File: config.mk
export PLATFORM = sky130hd
export DESIGN_NAME = mac_array_seq_ctrl
export DESIGN_NICKNAME = d
export VERILOG_FILES = /design/src/rtl/mac_array_seq_ctrl.sv
export SDC_FILE = /design/constraint.sdc
export NUM_CORES = 1
export LEC_CHECK = 0
export BUFFER_PORTS_ARGS = -buffer_cell sky130_fd_sc_hd__buf_2
export CORE_MARGIN = 10
export CORE_UTILIZATION = 50
export CTS_CLUSTER_SIZE = 20
export DETAILED_ROUTE_END_ITERATION = 10
export PLACE_DENSITY = 0.72
export SETUP_SLACK_MARGIN = 0.05
export SLEW_MARGIN = 25
export SYNTH_ARGS = -nofsm -noshare
export SYNTH_HDL_FRONTEND = slang
export SYNTH_SLANG_ARGS = --single-unit
File: constraint.sdc
create_clock -name clk -period 2.2 [get_ports clk]
set_input_delay 0.22 -clock clk [delete_from_list [all_inputs] [get_ports clk]]
set_output_delay 0.22 -clock clk [all_outputs]
set_load 0.005 [all_outputs]
File: src/rtl/mac_array_seq_ctrl.sv
// West-edge instruction and feeder-strobe sequencer for the mac_tile systolic array.
// Runs weight-stationary (load/exec/drain) and output-stationary (load/exec/drain/flush) jobs.
module mac_array_seq_ctrl #(
   parameter int unsigned row    = 8,
   parameter int unsigned col    = 8,
   parameter int unsigned len_bw = 8
) (
   input  logic              clk,
   input  logic              reset,
   input  logic              start,
   input  logic              abort,
   input  logic              is_os_in,
   input  logic              act_2b_in,
   input  logic [len_bw-1:0] exec_len,
   output logic [2:0]        inst_w,
   output logic              is_os,
   output logic              act_2b_mode,
   output logic              l0_rd,
   output logic              psum_rd,
   output logic              busy,
   output logic              done
);

   localparam int unsigned CW_LOAD  = $clog2(2 * col + 1);
   localparam int unsigned CW_SKEW  = $clog2(row + col + 1);
   localparam int unsigned CW_LS    = (CW_LOAD > CW_SKEW) ? CW_LOAD : CW_SKEW;
   localparam int unsigned CNT_W    = (len_bw > CW_LS) ? len_bw : CW_LS;

   typedef enum logic [2:0] {
      S_IDLE  = 3'd0,
      S_LOAD  = 3'd1,
      S_EXEC  = 3'd2,
      S_DRAIN = 3'd3,
      S_FLUSH = 3'd4,
      S_DONE  = 3'd5
   } state_e;

   state_e              state_q, state_d;
   logic [CNT_W-1:0]    cnt_q, cnt_d;
   logic                os_q, os_d;
   logic                a2b_q, a2b_d;
   logic [len_bw-1:0]   len_q, len_d;
   logic [2:0]          inst_q, inst_d;
   logic                l0_q, l0_d;
   logic                psum_q, psum_d;
   logic                busy_q, busy_d;
   logic                done_q, done_d;

   // State, counter, latched job parameters and registered outputs
   always_ff @(posedge clk) begin
      if (reset) begin
         state_q <= S_IDLE;
         cnt_q   <= '0;
         os_q    <= 1'b0;
         a2b_q   <= 1'b0;
         len_q   <= '0;
         inst_q  <= 3'b000;
         l0_q    <= 1'b0;
         psum_q  <= 1'b0;
         busy_q  <= 1'b0;
         done_q  <= 1'b0;
      end else begin
         state_q <= state_d;
         cnt_q   <= cnt_d;
         os_q    <= os_d;
         a2b_q   <= a2b_d;
         len_q   <= len_d;
         inst_q  <= inst_d;
         l0_q    <= l0_d;
         psum_q  <= psum_d;
         busy_q  <= busy_d;
         done_q  <= done_d;
      end
   end

   // Next state; outputs decoded from next state so they register in step with it
   always_comb begin
      state_d = state_q;
      cnt_d   = (cnt_q != '0) ? cnt_q - CNT_W'(1) : '0;
      os_d    = os_q;
      a2b_d   = a2b_q;
      len_d   = len_q;

      case (state_q)
         S_IDLE: begin
            if (start && !abort) begin
               state_d = S_LOAD;
               os_d    = is_os_in;
               a2b_d   = act_2b_in;
               len_d   = exec_len;
               if (is_os_in)       cnt_d = CNT_W'(row);
               else if (act_2b_in) cnt_d = CNT_W'(2 * col);
               else                cnt_d = CNT_W'(col);
            end
         end
         S_LOAD: begin
            if (cnt_q == CNT_W'(1)) begin
               if (len_q == '0) begin
                  state_d = S_DRAIN;
                  cnt_d   = CNT_W'(row + col - 1);
               end else begin
                  state_d = S_EXEC;
                  cnt_d   = CNT_W'(len_q);
               end
            end
         end
         S_EXEC: begin
            if (cnt_q == CNT_W'(1)) begin
               state_d = S_DRAIN;
               cnt_d   = CNT_W'(row + col - 1);
            end
         end
         S_DRAIN: begin
            if (cnt_q == CNT_W'(1)) begin
               if (os_q) begin
                  state_d = S_FLUSH;
                  cnt_d   = CNT_W'(row);
               end else begin
                  state_d = S_DONE;
                  cnt_d   = '0;
               end
            end
         end
         S_FLUSH: begin
            if (cnt_q == CNT_W'(1)) begin
               state_d = S_DONE;
               cnt_d   = '0;
            end
         end
         S_DONE:  state_d = S_IDLE;
         default: state_d = S_IDLE;
      endcase

      if (abort && (state_q != S_IDLE)) begin
         state_d = S_IDLE;
         cnt_d   = '0;
      end

      inst_d = 3'b000;
      l0_d   = 1'b0;
      psum_d = 1'b0;
      busy_d = (state_d != S_IDLE);
      done_d = (state_d == S_DONE);
      case (state_d)
         S_LOAD: begin
            inst_d = 3'b001;
            l0_d   = 1'b1;
            psum_d = os_d;
         end
         S_EXEC: begin
            inst_d = 3'b010;
            l0_d   = 1'b1;
         end
         S_FLUSH: inst_d = 3'b100;
         default: ;
      endcase
   end

   assign inst_w      = inst_q;
   assign is_os       = os_q;
   assign act_2b_mode = a2b_q;
   assign l0_rd       = l0_q;
   assign psum_rd     = psum_q;
   assign busy        = busy_q;
   assign done        = done_q;

endmodule

Word level (Yosys, flattened, before mapping)
Cells that the tools add are included.
- add/subtract/negate cells: 1
- equal/unequal tests: 9
- multiplexer cells: 24
- bitwise operators: 1
- reductions and logical operators: 12
- operators with widths (operator ; number):
    $mux 8 ; 7
    $pmux 8 s5 ; 1
    $mux 3 ; 6
    $pmux 3 s5 ; 1
    $mux 5 ; 2
    $eq 3x2->1 const B ; 3
    $eq 3x3->1 const B ; 3
    $pmux 3 s3 ; 1
    $eq 8x1->1 const B ; 1
    $logic_not 8->1 ; 1
    $reduce_bool 8->1 ; 1
    $sub 8x1->8 const B ; 1
    $eq 3x1->1 const B ; 2
    $reduce_bool 3->1 ; 2
    $reduce_or 2->1 ; 3
    $mux 1 ; 5
    $mux 4 ; 1
    $logic_not 3->1 ; 1
    $logic_and 1x1->1 ; 2
    $reduce_and 2->1 ; 1
    $logic_not 1->1 ; 1
    $not 1->1 ; 1
- register bits after elaboration: 28
- bits of input ports: 14
- output and inout bits: 9
- word-level logic and storage cells: 57

Logic depth before layout (Yosys ltp)
Gate-level depths: netlist (run 1).
- depth in word-level cells: 8
- gate-level depth with buffers: 8

Least setup slack after synthesis (run 1)
Ideal clock, no wire load.
- kind: register to register
- from: reg state_q[0]
- to: reg cnt_q[3]
- arrival time: 1.777 ns
- required time: 2.114 ns
- slack: 0.338 ns
- stages on the path, launching flop included: 9
- buffers on the path: 3
- cells stage by stage: dfxtp_1 > buf_6 > or3_4 > buf_6 > or3b_4 > buf_6 > o21ai_2 > a21oi_1 > a211oi_1
- longest elaborated chain between the ends: 3
- elaborated cells on any way between the ends: 9
- classes of those cells: eq/ne: 4; mux: 1; reduce/logical: 4
- ends and longest elaborated chain (element ; RTL line ; RTL):
    start, declared ; 38 ; state_e state_q, state_d;
    start signal, assigned ; 63 ; state_q <= state_d;
    branches (longest 3 deep; another with $pmux 8 s5) ; -- ;
    end signal, assigned ; 64 ; cnt_q <= cnt_d;
    end, declared ; 39 ; logic [CNT_W-1:0] cnt_q, cnt_d;
Parallel ways; which one is timed is not known.
A chain may end at the register's enable or synchronous reset.

Worst setup path in the final report (run 1)
- from: reg state_q[0]
- to: reg psum_q (netlist: psum_rd)
- longest elaborated chain between the ends: 6
- elaborated cells on any way between the ends: 18
- classes of those cells: eq/ne: 5; mux: 8; bitwise: 1; reduce/logical: 4
- ends and longest elaborated chain (element ; RTL line ; RTL):
    $eq 3x3->1 (tied with other cells) ; 84 ; case (state_q)
    $pmux 3 s5 or $logic_and 1x1->1 (tied branches) ; 84, 134 ;
    $mux 3 ; 134 ; if (abort && (state_q != S_IDLE)) begin
    $eq 3x1->1 ; 144 ; case (state_d)
    $not 1->1 (no source line) ; -- ;
    $reduce_or 2->1 (no source line) ; -- ;
    end signal, assigned ; 70 ; psum_q <= psum_d;
    end, declared ; 45 ; logic psum_q, psum_d;
Several ways; a longest one is shown, not always the timed one.

==> results.ini, run 1 <==
[hold_path]
worst_hold_path_type=in -> reg

[global_route]
grt_antenna_before_repair=0
grt_util_all_layers_pct=13.4
grt_pass1_wl_um=5990
via_count_of_the_first_global_routing_pass=1306
grt_max_degree=15
grt_remaining_overflow=0

[clock_network]
cts_sinks=28
cts_inserted_buffers=3
path_clk_slew_ns=0.16
root_buffer=sky130_fd_sc_hd__clkbuf_4
clock_path_buffers=2
cts_hold_buffers=0
clk-insertion-delay-late_ns=0.34
postCtsSetupRepairBufs=0
htree_num_levels=1
clock_tree_from_tritoncts=built
ctsResizeCount=0

[timing]
highest_attainable_clock_frequency_mhz=489
grt_setup_unrepaired=no
hold_viol_final=0
totalNegativeSetupSlack_ns=0
worst-slew-pin-transition_ns=0.613
fin_worst_hold_slack_ns=0.0944
timing.slew.headroom_pct=58.9
final_max_tran_viols=0
min_period_ns=2.04
timing.clock.skew_ns=0.00830
timing.final.crit_share_pct=92.9
timing.final.setup_violations=0

[cells_and_area]
area_growth_pct=8.85
num_antenna_cells=0
layout-drive-gt1-share_pct=18.2
design.final.nets=217

[routing]
drc_errors=0
routed_via_density=5.97
detail_route.iter0.violations=85
dr.pass1.iters=4
routed_wl_um=3580
wire_per_inst_um=15.6
dr_total_vias=1366
detail-route-antenna-nets=0

[synthesis]
yosys.cell_count.top_type=sky130_fd_sc_hd__dfxtp_1
postSynthNetCount=196
post_synth_inst_count=179
synth.top_cells.by_area=sky130_fd_sc_hd__dfxtp_1, sky130_fd_sc_hd__nand2_1, sky130_fd_sc_hd__nor2_1
number_of_flops_mapped_to_enable_cells_by_yosys=0
synth-main-ff-cell=sky130_fd_sc_hd__dfxtp_1
count_of_warnings_emitted_by_yosys=0
synth_async_sr_flop_share_pct=0
synth_largest_type_area_fraction_pct=38.9
synth_cell_types=44
seq_area_frac_synth_pct=38.9
synth_top_cells_by_count=sky130_fd_sc_hd__dfxtp_1, sky130_fd_sc_hd__nand2_1, sky130_fd_sc_hd__nor2_1
post_synth_instance_area_mm2=0.00144
synth_area_leader_cell=sky130_fd_sc_hd__dfxtp_1
syn-mean-instance-area_um2=8.06
ys_ff_latch=28

[floorplanning]
die_extent_in_x_um=73.7
ioPinCount=23
core.rowCount=19
core_area_mm2=0.00276
start_util_pct=52.3
die_height_um=73.7
dieArea_mm2=0.00543

[critical_path]
crit_path_start_kind=flop
cp_data_arrival_time_ns=2.31
critPathKind=reg -> reg
worst_ep_required_time_ns=2.46
cp-end-kind=flop
timing.critical_path.fanout_max=12

[power_and_ir_drop]
irDropWorstVdd_mv=0.665
power_per_cell_area_mw_per_mm2=1090
cellLeakagePower_nw=0.689

[placed_design]
port_buffers=22
detailed_place_hpwl_um=2760
gp_congestion=0.970

[run]
drv_cap=0

[outcome]
outcome=complete, no violations

-- logic make-up (layout without fill, tap and decap cells) --
| logic type | count (synthesis) | in the layout | share of synthesized area (%) |
|---|---|---|---|
| compound gates | 45 | 45 | 19.9 |
| mux | 1 | 1 | 0.694 |
| simple gates | 77 | 77 | 26.4 |
| buf+inv | 17 | 36 | 6.68 |
| fa+ha+maj | 4 | 4 | 3.30 |
| xor+xnor | 7 | 7 | 4.25 |
| flops | 28 | 28 | 38.9 |
-- path summary, 6_finish.rpt --
path,from,end,slack [ns],depth (start not counted)
worst max-delay path,state_q[0]$_SDFF_PP0_,psum_rd$_SDFF_PP0_,0.16,5
worst min-delay path,exec_len[7],len_q[7]$_SDFFE_PP0P_,0.09,3
worst max register to register,state_q[0]$_SDFF_PP0_,psum_rd$_SDFF_PP0_,0.16,5
worst min register to register,act_2b_mode$_SDFFE_PP0P_,act_2b_mode$_SDFFE_PP0P_,0.48,2
-- layout make-up --
type | count | area [um2]
clock buffer | 3 | 22.5
fill | 273 | 1190
inverter | 8 | 30.0
multi-input combinational | 134 | 786
sequential | 28 | 561
tap | 31 | 38.8
timing repair buffer | 25 | 133
-- cells in the final DEF (no fill, tap or decap), types with 3 or more instances in the layout --
cell	count
sky130_fd_sc_hd__a21oi_1	15
sky130_fd_sc_hd__o22ai_1	4
sky130_fd_sc_hd__clkbuf_4	3
sky130_fd_sc_hd__a211oi_1	3
sky130_fd_sc_hd__nand3_1	8
sky130_fd_sc_hd__o21ai_0	5
sky130_fd_sc_hd__nor3_1	3
sky130_fd_sc_hd__buf_4	3
sky130_fd_sc_hd__ha_1	3
sky130_fd_sc_hd__buf_2	22
sky130_fd_sc_hd__dfxtp_1	28
sky130_fd_sc_hd__nor2_1	21
sky130_fd_sc_hd__nor4_1	3
sky130_fd_sc_hd__nand4_1	3
sky130_fd_sc_hd__xnor2_1	5
sky130_fd_sc_hd__inv_1	8
sky130_fd_sc_hd__nand2_1	26
sky130_fd_sc_hd__a22oi_1	3
-- flip-flops by register name, indices dropped and copies added, names as in the netlist --
name         cells
is_os            1
len_q            8
l0_rd            1
state_q          3
psum_rd          1
busy             1
act_2b_mode      1
inst_w           3
cnt_q            8
done             1
-- through the flow --
stage          cells  power (mW)  setup slack (ns)  instance area, um2  util (%)
3_3_place_gp     226        1.47             0.296                1550      56.1
5_1_grt          229        1.84            0.0620                1570      56.9
2_1_floorplan    179        1.32             0.338                1440         -
3_5_place_dp     226        1.48             0.224                1550      56.1
6_report         229        1.71             0.155                1570      56.9
4_1_cts          229        1.70             0.178                1570      56.9
-- worst max-delay path, stage by stage, from the launching register on --
cell	delay [ns]
sky130_fd_sc_hd__dfxtp_1	0.44
sky130_fd_sc_hd__or3_4	0.46
sky130_fd_sc_hd__or3b_4	0.47
sky130_fd_sc_hd__o21ai_0	0.15
sky130_fd_sc_hd__o21ai_1	0.22
sky130_fd_sc_hd__nor3_1	0.23
-- per-layer routing --
layer	share of wire, %	track usage, %	vias to the layer above
met2	48	22.7	56
met1	43	16.5	639
met3	8.2	2.83	7
met4	1.5	3.73	0
li1	-	-	664
met5	0	0	-
-- report_power, final --
group | internal [mW] | switching, mW
Sequential | 0.588 | 0.0895
Clock | 0.0645 | 0.158
Combinational | 0.357 | 0.455
Note: power is estimated with default switching activity, not from simulation.
==> run 2, diff against run 1 <==
- ABC_AREA: not set -> 1
==> results.ini, run 2 <==
[outcome]
outcome=complete, no violations

[placed_design]
detailed_place_hpwl_um=2600  ; -5.8%
post_dp_cell_area_mm2=0.00163  ; +5.6%
port_buffers=22  ; unchanged
gp_congestion=0.910  ; -6.2%

[routing]
dr.pass1.iters=4  ; unchanged
routed_wl_um=3100  ; -13%
detail-route-antenna-nets=0  ; unchanged
drc_errors=0  ; unchanged
routed_via_density=5.03  ; -16%
detail_route.iter0.violations=97  ; +14%
wire_per_inst_um=11.6  ; -26%
dr_total_vias=1343  ; -1.7%

[timing]
timing.slew.headroom_pct=75.0  ; +16 points
highest_attainable_clock_frequency_mhz=607  ; +24%
worst-slew-pin-transition_ns=0.373  ; -0.240 ns
grt_setup_unrepaired=no
timing.final.crit_share_pct=74.9  ; -18 points
timing.final.setup_violations=0  ; unchanged
final_max_tran_viols=0  ; unchanged
totalNegativeSetupSlack_ns=0  ; unchanged
timing.clock.skew_ns=0.00469  ; -0.00361 ns
hold_viol_final=0  ; unchanged
min_period_ns=1.65  ; -0.396 ns

[floorplanning]
core.rowCount=19  ; unchanged
dieArea_mm2=0.00558  ; +2.8%
die_extent_in_x_um=74.7  ; +1.4%
start_util_pct=53.4  ; +1.1 points
die_height_um=74.7  ; +1.4%
core_area_mm2=0.00281  ; +1.7%
ioPinCount=23  ; unchanged

[clock_network]
htree_num_levels=1  ; unchanged
cts_sinks=28  ; unchanged
postCtsSetupRepairBufs=0  ; unchanged
root_buffer=sky130_fd_sc_hd__clkbuf_4
cts_inserted_buffers=3  ; unchanged
ctsResizeCount=0  ; unchanged
clock_tree_from_tritoncts=built
clk-insertion-delay-late_ns=0.31  ; -0.03 ns
path_clk_slew_ns=0.14  ; -0.02 ns
cts_hold_buffers=0  ; unchanged
clock_path_buffers=2  ; unchanged

[synthesis]
synth_async_sr_flop_share_pct=0  ; unchanged
postSynthNetCount=230  ; +17%
synth_top_cells_by_count=sky130_fd_sc_hd__nand2_1, sky130_fd_sc_hd__dfxtp_1, sky130_fd_sc_hd__inv_1
count_of_warnings_emitted_by_yosys=0  ; unchanged
seq_area_frac_synth_pct=37.4  ; -1.4 points
synth_cell_types=29  ; -34%
number_of_flops_mapped_to_enable_cells_by_yosys=0  ; unchanged
synth-main-ff-cell=sky130_fd_sc_hd__dfxtp_1
yosys.cell_count.top_type=sky130_fd_sc_hd__nand2_1
synth.top_cells.by_area=sky130_fd_sc_hd__dfxtp_1, sky130_fd_sc_hd__nand2_1, sky130_fd_sc_hd__o21ai_0
post_synth_inst_count=213  ; +19%
syn-mean-instance-area_um2=7.03  ; -13%
synth_largest_type_area_fraction_pct=37.4  ; -1.4 points
synth_area_leader_cell=sky130_fd_sc_hd__dfxtp_1
post_synth_instance_area_mm2=0.00150  ; +3.8%
ys_ff_latch=28  ; unchanged

[global_route]
via_count_of_the_first_global_routing_pass=1263  ; -3.3%
grt_pass1_wl_um=5530  ; -7.6%
grt_antenna_before_repair=0  ; unchanged
grt_remaining_overflow=0  ; unchanged
grt_util_all_layers_pct=12.0  ; -1.4 points
grt_max_degree=17  ; +2

[power_and_ir_drop]
cell_internal_pwr_mw=1.08  ; +6.6%
share_clk_of_total_power_pct=10.3  ; -2.7 points
comb_power_share_pct=54.3  ; +6.9 points
netSwitchingFraction_pct=44.5  ; +3.5 points
irDropWorstVdd_mv=0.551  ; -17%
power_per_cell_area_mw_per_mm2=1170  ; +7.4%
seqPwrFrac_pct=35.4  ; -4.2 points
cellLeakagePower_nw=0.816  ; +18%
netSwitchingPower_mw=0.863  ; +23%

[cells_and_area]
num_antenna_cells=0  ; unchanged
area_growth_pct=10.6
final_cell_area_mm2=0.00166  ; +5.5%
design.final.nets=255  ; +18%
layout.cells.most_common_list=sky130_fd_sc_hd__nand2_1, sky130_fd_sc_hd__dfxtp_1, sky130_fd_sc_hd__inv_1
layout-drive-gt1-share_pct=22.9  ; +4.7 points
layout.filler_cells=288  ; +5.5%
reg_top3=cnt_q (8), len_q (8)
layout.cells.most_common=sky130_fd_sc_hd__nand2_1

[critical_path]
crit_path_start_kind=flop
cell_by_cell_listing_of_the_critical_path=inv_1, ha_1, nand2_2, nor2_2, buf_4, inv_2, nor2_2, nand2_1, nand3b_1, a21oi_1
critical_path.n_buffers_inverters=3  ; +3
critical_path.max_stage_delay_ns=0.32  ; -0.15 ns
cp-end-kind=flop
worst_ep_required_time_ns=2.42  ; -0.04 ns
worst-r2r-setup-slack_ns=0.55  ; +0.40 ns
timing.critical_path.fanout_max=6  ; -6
slowest_stage=sky130_fd_sc_hd__dfxtp_1
cpMostUsedCell=sky130_fd_sc_hd__nor2_2
critPathKind=reg -> reg
cp_data_arrival_time_ns=1.87  ; -0.44 ns
crit_path_leading_delay_family=simple AND/OR/NAND/NOR gates

[run]
drv_cap=0  ; unchanged

[hold_path]
worst_hold_path_type=in -> reg

-- run 2: cell count changes after synthesis, moves of 4 or more --
cell                      previous run  this run
sky130_fd_sc_hd__inv_2               0         5
sky130_fd_sc_hd__nand2_1            26        42
sky130_fd_sc_hd__nor2_1             21        25
sky130_fd_sc_hd__o21ai_0             5        21
sky130_fd_sc_hd__xnor2_1             5         1
sky130_fd_sc_hd__inv_1               8        27
sky130_fd_sc_hd__nand2_2             0         6
sky130_fd_sc_hd__nand3_2             0         4
sky130_fd_sc_hd__nor2_2              0         4
-- run 2: metrics by stage --
| step | hold WS [ns] | setup slack [ns] | power [mW] | std cells | utilization (%) |
|---|---|---|---|---|---|
| floorplan | 0.292 | 0.848 | 1.53 | 213 | - |
| global placement | 0.457 | 0.632 | 1.73 | 264 | 58.3 |
| detailed placement | 0.465 | 0.573 | 1.74 | 264 | 58.3 |
| CTS | 0.119 | 0.544 | 1.95 | 267 | 59.1 |
| global route | 0.123 | 0.399 | 2.17 | 267 | 59.1 |
| finish | 0.134 | 0.551 | 1.94 | 267 | 59.1 |
-- run 2: logic make-up (layout without fill, tap and decap cells) --
group,count (synthesis),count (layout),share of synthesized area [%]
AOI/OAI and AO/OA,42,42,14.8
xor gates and xnor gates,4,4,2.34
adders and majority gates,3,3,2.51
buffers and inverters,35,58,9.36
DFF,28,28,37.4
and+or+nand+nor,101,101,33.6
-- run 2: metal layers --
metal | part of all wire (%) | routed length, um | vias up | track usage, %
li1 | - | - | 725 | -
met2 | 45 | 1400 | 29 | 18.5
met5 | 0 | 0 | - | 0
met1 | 50 | 1540 | 585 | 16.9
met3 | 4.3 | 134 | 4 | 1.97
met4 | 0.81 | 25 | 0 | 3.15
-- run 2: power by group through the flow --
stage / combinational [mW] / clock (mW) / sequential, mW
after floorplan: 0.846 / 0 / 0.686
after global placement: 1.03 / 0 / 0.696
after detailed placement: 1.04 / 0 / 0.699
after CTS: 1.05 / 0.211 / 0.686
after global routing: 1.24 / 0.227 / 0.701
final: 1.05 / 0.200 / 0.686
-- run 2: area by class of cell --
class / count / area [um2] / share of cell area (%)
multi-input cells: 150 / 797 / 48.1
flip-flops and latches: 28 / 561 / 33.8
inverters: 32 / 120 / 7.25
repair buffers: 23 / 118 / 7.10
well taps: 31 / 38.8 / 2.34
clock buffers: 3 / 22.5 / 1.36
-- run 2: final timing paths --
kind | from | to | cells after the start
setup / recovery | cnt_q[1]$_SDFF_PP0_ | cnt_q[6]$_SDFF_PP0_ | 10
hold / removal | reset | state_q[1]$_SDFF_PP0_ | 2
setup reg to reg | cnt_q[1]$_SDFF_PP0_ | cnt_q[6]$_SDFF_PP0_ | 10
hold reg to reg | len_q[5]$_SDFFE_PP0P_ | len_q[5]$_SDFFE_PP0P_ | 2
-- run 2: worst register-to-register path, cell delays in order (launching register included) --
cell and delay (ns):
sky130_fd_sc_hd__dfxtp_1 0.32, sky130_fd_sc_hd__inv_1 0.10, sky130_fd_sc_hd__ha_1 0.18, sky130_fd_sc_hd__nand2_2 0.06, sky130_fd_sc_hd__nor2_2 0.23, sky130_fd_sc_hd__buf_4 0.20
sky130_fd_sc_hd__inv_2 0.04, sky130_fd_sc_hd__nor2_2 0.13, sky130_fd_sc_hd__nand2_1 0.12, sky130_fd_sc_hd__nand3b_1 0.11, sky130_fd_sc_hd__a21oi_1 0.07
==> run 3, diff against run 2 <==
- ABC_AREA: 1 -> 0
- PLACE_DENSITY: 0.72 -> 0.75
- clock period: 2.2 -> 1.45 ns (I/O delays scaled with it)
==> results.ini, run 3 (synthesized netlist as in run 1, its figures left out) <==
[outcome]
outcome=finished, violations left
violated_checks=setup timing

[global_route]
grt_util_all_layers_pct=16.6  ; +4.6 points
grt_antenna_before_repair=0  ; unchanged
grt_pass1_wl_um=7210  ; +30%
via_count_of_the_first_global_routing_pass=1595  ; +26%
grt_remaining_overflow=0  ; unchanged
grt_max_degree=15  ; -2

[power_and_ir_drop]
netSwitchingFraction_pct=40.2  ; -4.3 points
seqPwrFrac_pct=28.1  ; -7.3 points
comb_power_share_pct=62.9  ; +8.6 points
cell_internal_pwr_mw=2.15  ; +99%
power_per_cell_area_mw_per_mm2=1730  ; +47%
irDropWorstVdd_mv=1.78  ; +220%
share_clk_of_total_power_pct=9.0  ; -1.3 points
cellLeakagePower_nw=0.924  ; +13%
netSwitchingPower_mw=1.44  ; +67%
power_consumption_mw=3.59  ; +85%

[timing]
timing.final.crit_share_pct=115  ; +40 points
timing.slew.headroom_pct=76.7  ; +1.7 points
worst_slack_ns=-0.222  ; -0.773 ns
grt_setup_unrepaired=yes
hold_viol_final=0  ; unchanged
final_max_tran_viols=0  ; unchanged
timing.clock.skew_ns=0.00455  ; -0.000147 ns
timing.final.setup_violations=27  ; +27
worst-slew-pin-transition_ns=0.346  ; -0.0268 ns
min_period_ns=1.67  ; +0.0231 ns
highest_attainable_clock_frequency_mhz=598  ; -1.4%

[critical_path]
cp_data_arrival_time_ns=1.91  ; +0.04 ns
timing.critical_path.fanout_max=5  ; -1
worst_ep_required_time_ns=1.69  ; -0.73 ns
slowest_stage=sky130_fd_sc_hd__or3b_4
crit_path_start_kind=flop
cp-end-kind=flop
critical_path.max_stage_delay_ns=0.44  ; +0.12 ns
critPathKind=reg -> reg
cell_by_cell_listing_of_the_critical_path=or3_4, or3b_4, o21ai_4, or2_4, o22ai_1

[cells_and_area]
final_cell_area_mm2=0.00208  ; +26%
design.final.nets=256  ; +0.39%
area_growth_pct=44.2
layout.filler_cells=191  ; -34%
num_antenna_cells=0  ; unchanged
layout.cells.most_common=sky130_fd_sc_hd__buf_4
reg_top3=cnt_q (8), len_q (8)
layout.cells.most_common_list=sky130_fd_sc_hd__buf_4, sky130_fd_sc_hd__nand2_1, sky130_fd_sc_hd__buf_2
layout-drive-gt1-share_pct=47.7  ; +25 points

[routing]
routed_via_density=5.83  ; +16%
dr.pass1.iters=6  ; +2
routed_wl_um=4560  ; +47%
detail_route.iter0.violations=95  ; -2.1%
detail-route-antenna-nets=0  ; unchanged
dr_total_vias=1562  ; +16%
drc_errors=0  ; unchanged
wire_per_inst_um=17.0  ; +47%

[hold_path]
worst_hold_path_type=in -> reg

[clock_network]
cts_inserted_buffers=3  ; unchanged
htree_num_levels=1  ; unchanged
clock_tree_from_tritoncts=built
clock_path_buffers=2  ; unchanged
path_clk_slew_ns=0.14  ; about the same
clk-insertion-delay-late_ns=0.34  ; +0.03 ns
cts_sinks=28  ; unchanged
root_buffer=sky130_fd_sc_hd__clkbuf_4
cts_hold_buffers=0  ; unchanged

[placed_design]
post_dp_cell_area_mm2=0.00184  ; +13%
port_buffers=22  ; unchanged
detailed_place_hpwl_um=3140  ; +21%
gp_congestion=0.905  ; -0.52%

[floorplanning]
core_area_mm2=0.00276  ; -1.7%
die_height_um=73.7  ; -1.4%
start_util_pct=52.3  ; -1.1 points
core.rowCount=19  ; unchanged
dieArea_mm2=0.00543  ; -2.7%
ioPinCount=23  ; unchanged
die_extent_in_x_um=73.7  ; -1.4%

[run]
drv_cap=0  ; unchanged

## run 3: changes by cell type in the layout (fill, tap and decap cells not counted), moves of 4 or more
cell and change:
sky130_fd_sc_hd__nand2_2 -5, sky130_fd_sc_hd__inv_2 -5, sky130_fd_sc_hd__a21oi_1 -5, sky130_fd_sc_hd__o21ai_0 -19, sky130_fd_sc_hd__xnor2_1 +4, sky130_fd_sc_hd__dfxtp_1 -7
sky130_fd_sc_hd__nor2_1 -8, sky130_fd_sc_hd__buf_4 +38, sky130_fd_sc_hd__nand2_1 -17, sky130_fd_sc_hd__dfxtp_2 +7, sky130_fd_sc_hd__inv_1 -19
## run 3: repair_timing
item                       CTS  global route
setup endpoints to repair   28            28
buffers inserted             0             2
pin swaps                   22            16
resized for setup           34            15
## run 3: path summary, 6_finish.rpt
check | startpoint | to | slack [ns] | depth (start not counted)
min | exec_len[2] | len_q[2]$_SDFFE_PP0P_ | 0.02 | 3
max reg2reg | state_q[2]$_SDFF_PP0_ | l0_rd$_SDFF_PP0_ | -0.22 | 5
min reg2reg | act_2b_mode$_SDFFE_PP0P_ | act_2b_mode$_SDFFE_PP0P_ | 0.47 | 2
max | state_q[2]$_SDFF_PP0_ | l0_rd$_SDFF_PP0_ | -0.22 | 5
## run 3: worst max-delay path, delay by kind of cell, from the launching register on
kind | cells | cell delay (ns)
and+or+nand+nor | 3 | 1.04
DFF | 1 | 0.34
AOI/OAI and AO/OA | 2 | 0.18
## run 3: final cells by class
type	instances	area [um2]	area share, %
clock buffers	3	22.5	1.08
flip-flops and latches	28	569	27.4
multi-input cells	134	983	47.3
repair buffers	64	437	21.0
well taps	31	38.8	1.86
inverters	8	30.0	1.44
## run 3: per-stage QoR
stage          setup TNS (ns)  utilization (%)  setup slack (ns)  instances  hold WS [ns]
2_1_floorplan           -5.56                -            -0.353        179         0.281
6_report                -3.95             75.5            -0.222        268        0.0222
4_1_cts                 -3.40             72.5            -0.171        266        0.0443
3_5_place_dp            -4.58             66.8            -0.230        263         0.396
3_3_place_gp            -3.54             66.8            -0.225        263         0.386
5_1_grt                 -6.02             75.5            -0.319        268       0.00841
## run 3: power groups by stage
stage	logic [mW]	registers (mW)	clock network, mW
after floorplan	1.03	1.02	0
after global placement	1.72	1.01	0
after detailed placement	1.73	1.01	0
after CTS	2.08	1.01	0.316
after global routing	2.40	1.03	0.367
final	2.26	1.01	0.325
## run 3: per-layer routing
metal / global-route usage [%] / wire length, um
met1: 19.0 / 1880
met2: 27.2 / 2120
met3: 5.38 / 370
met4: 7.66 / 193
met5: 0 / 0
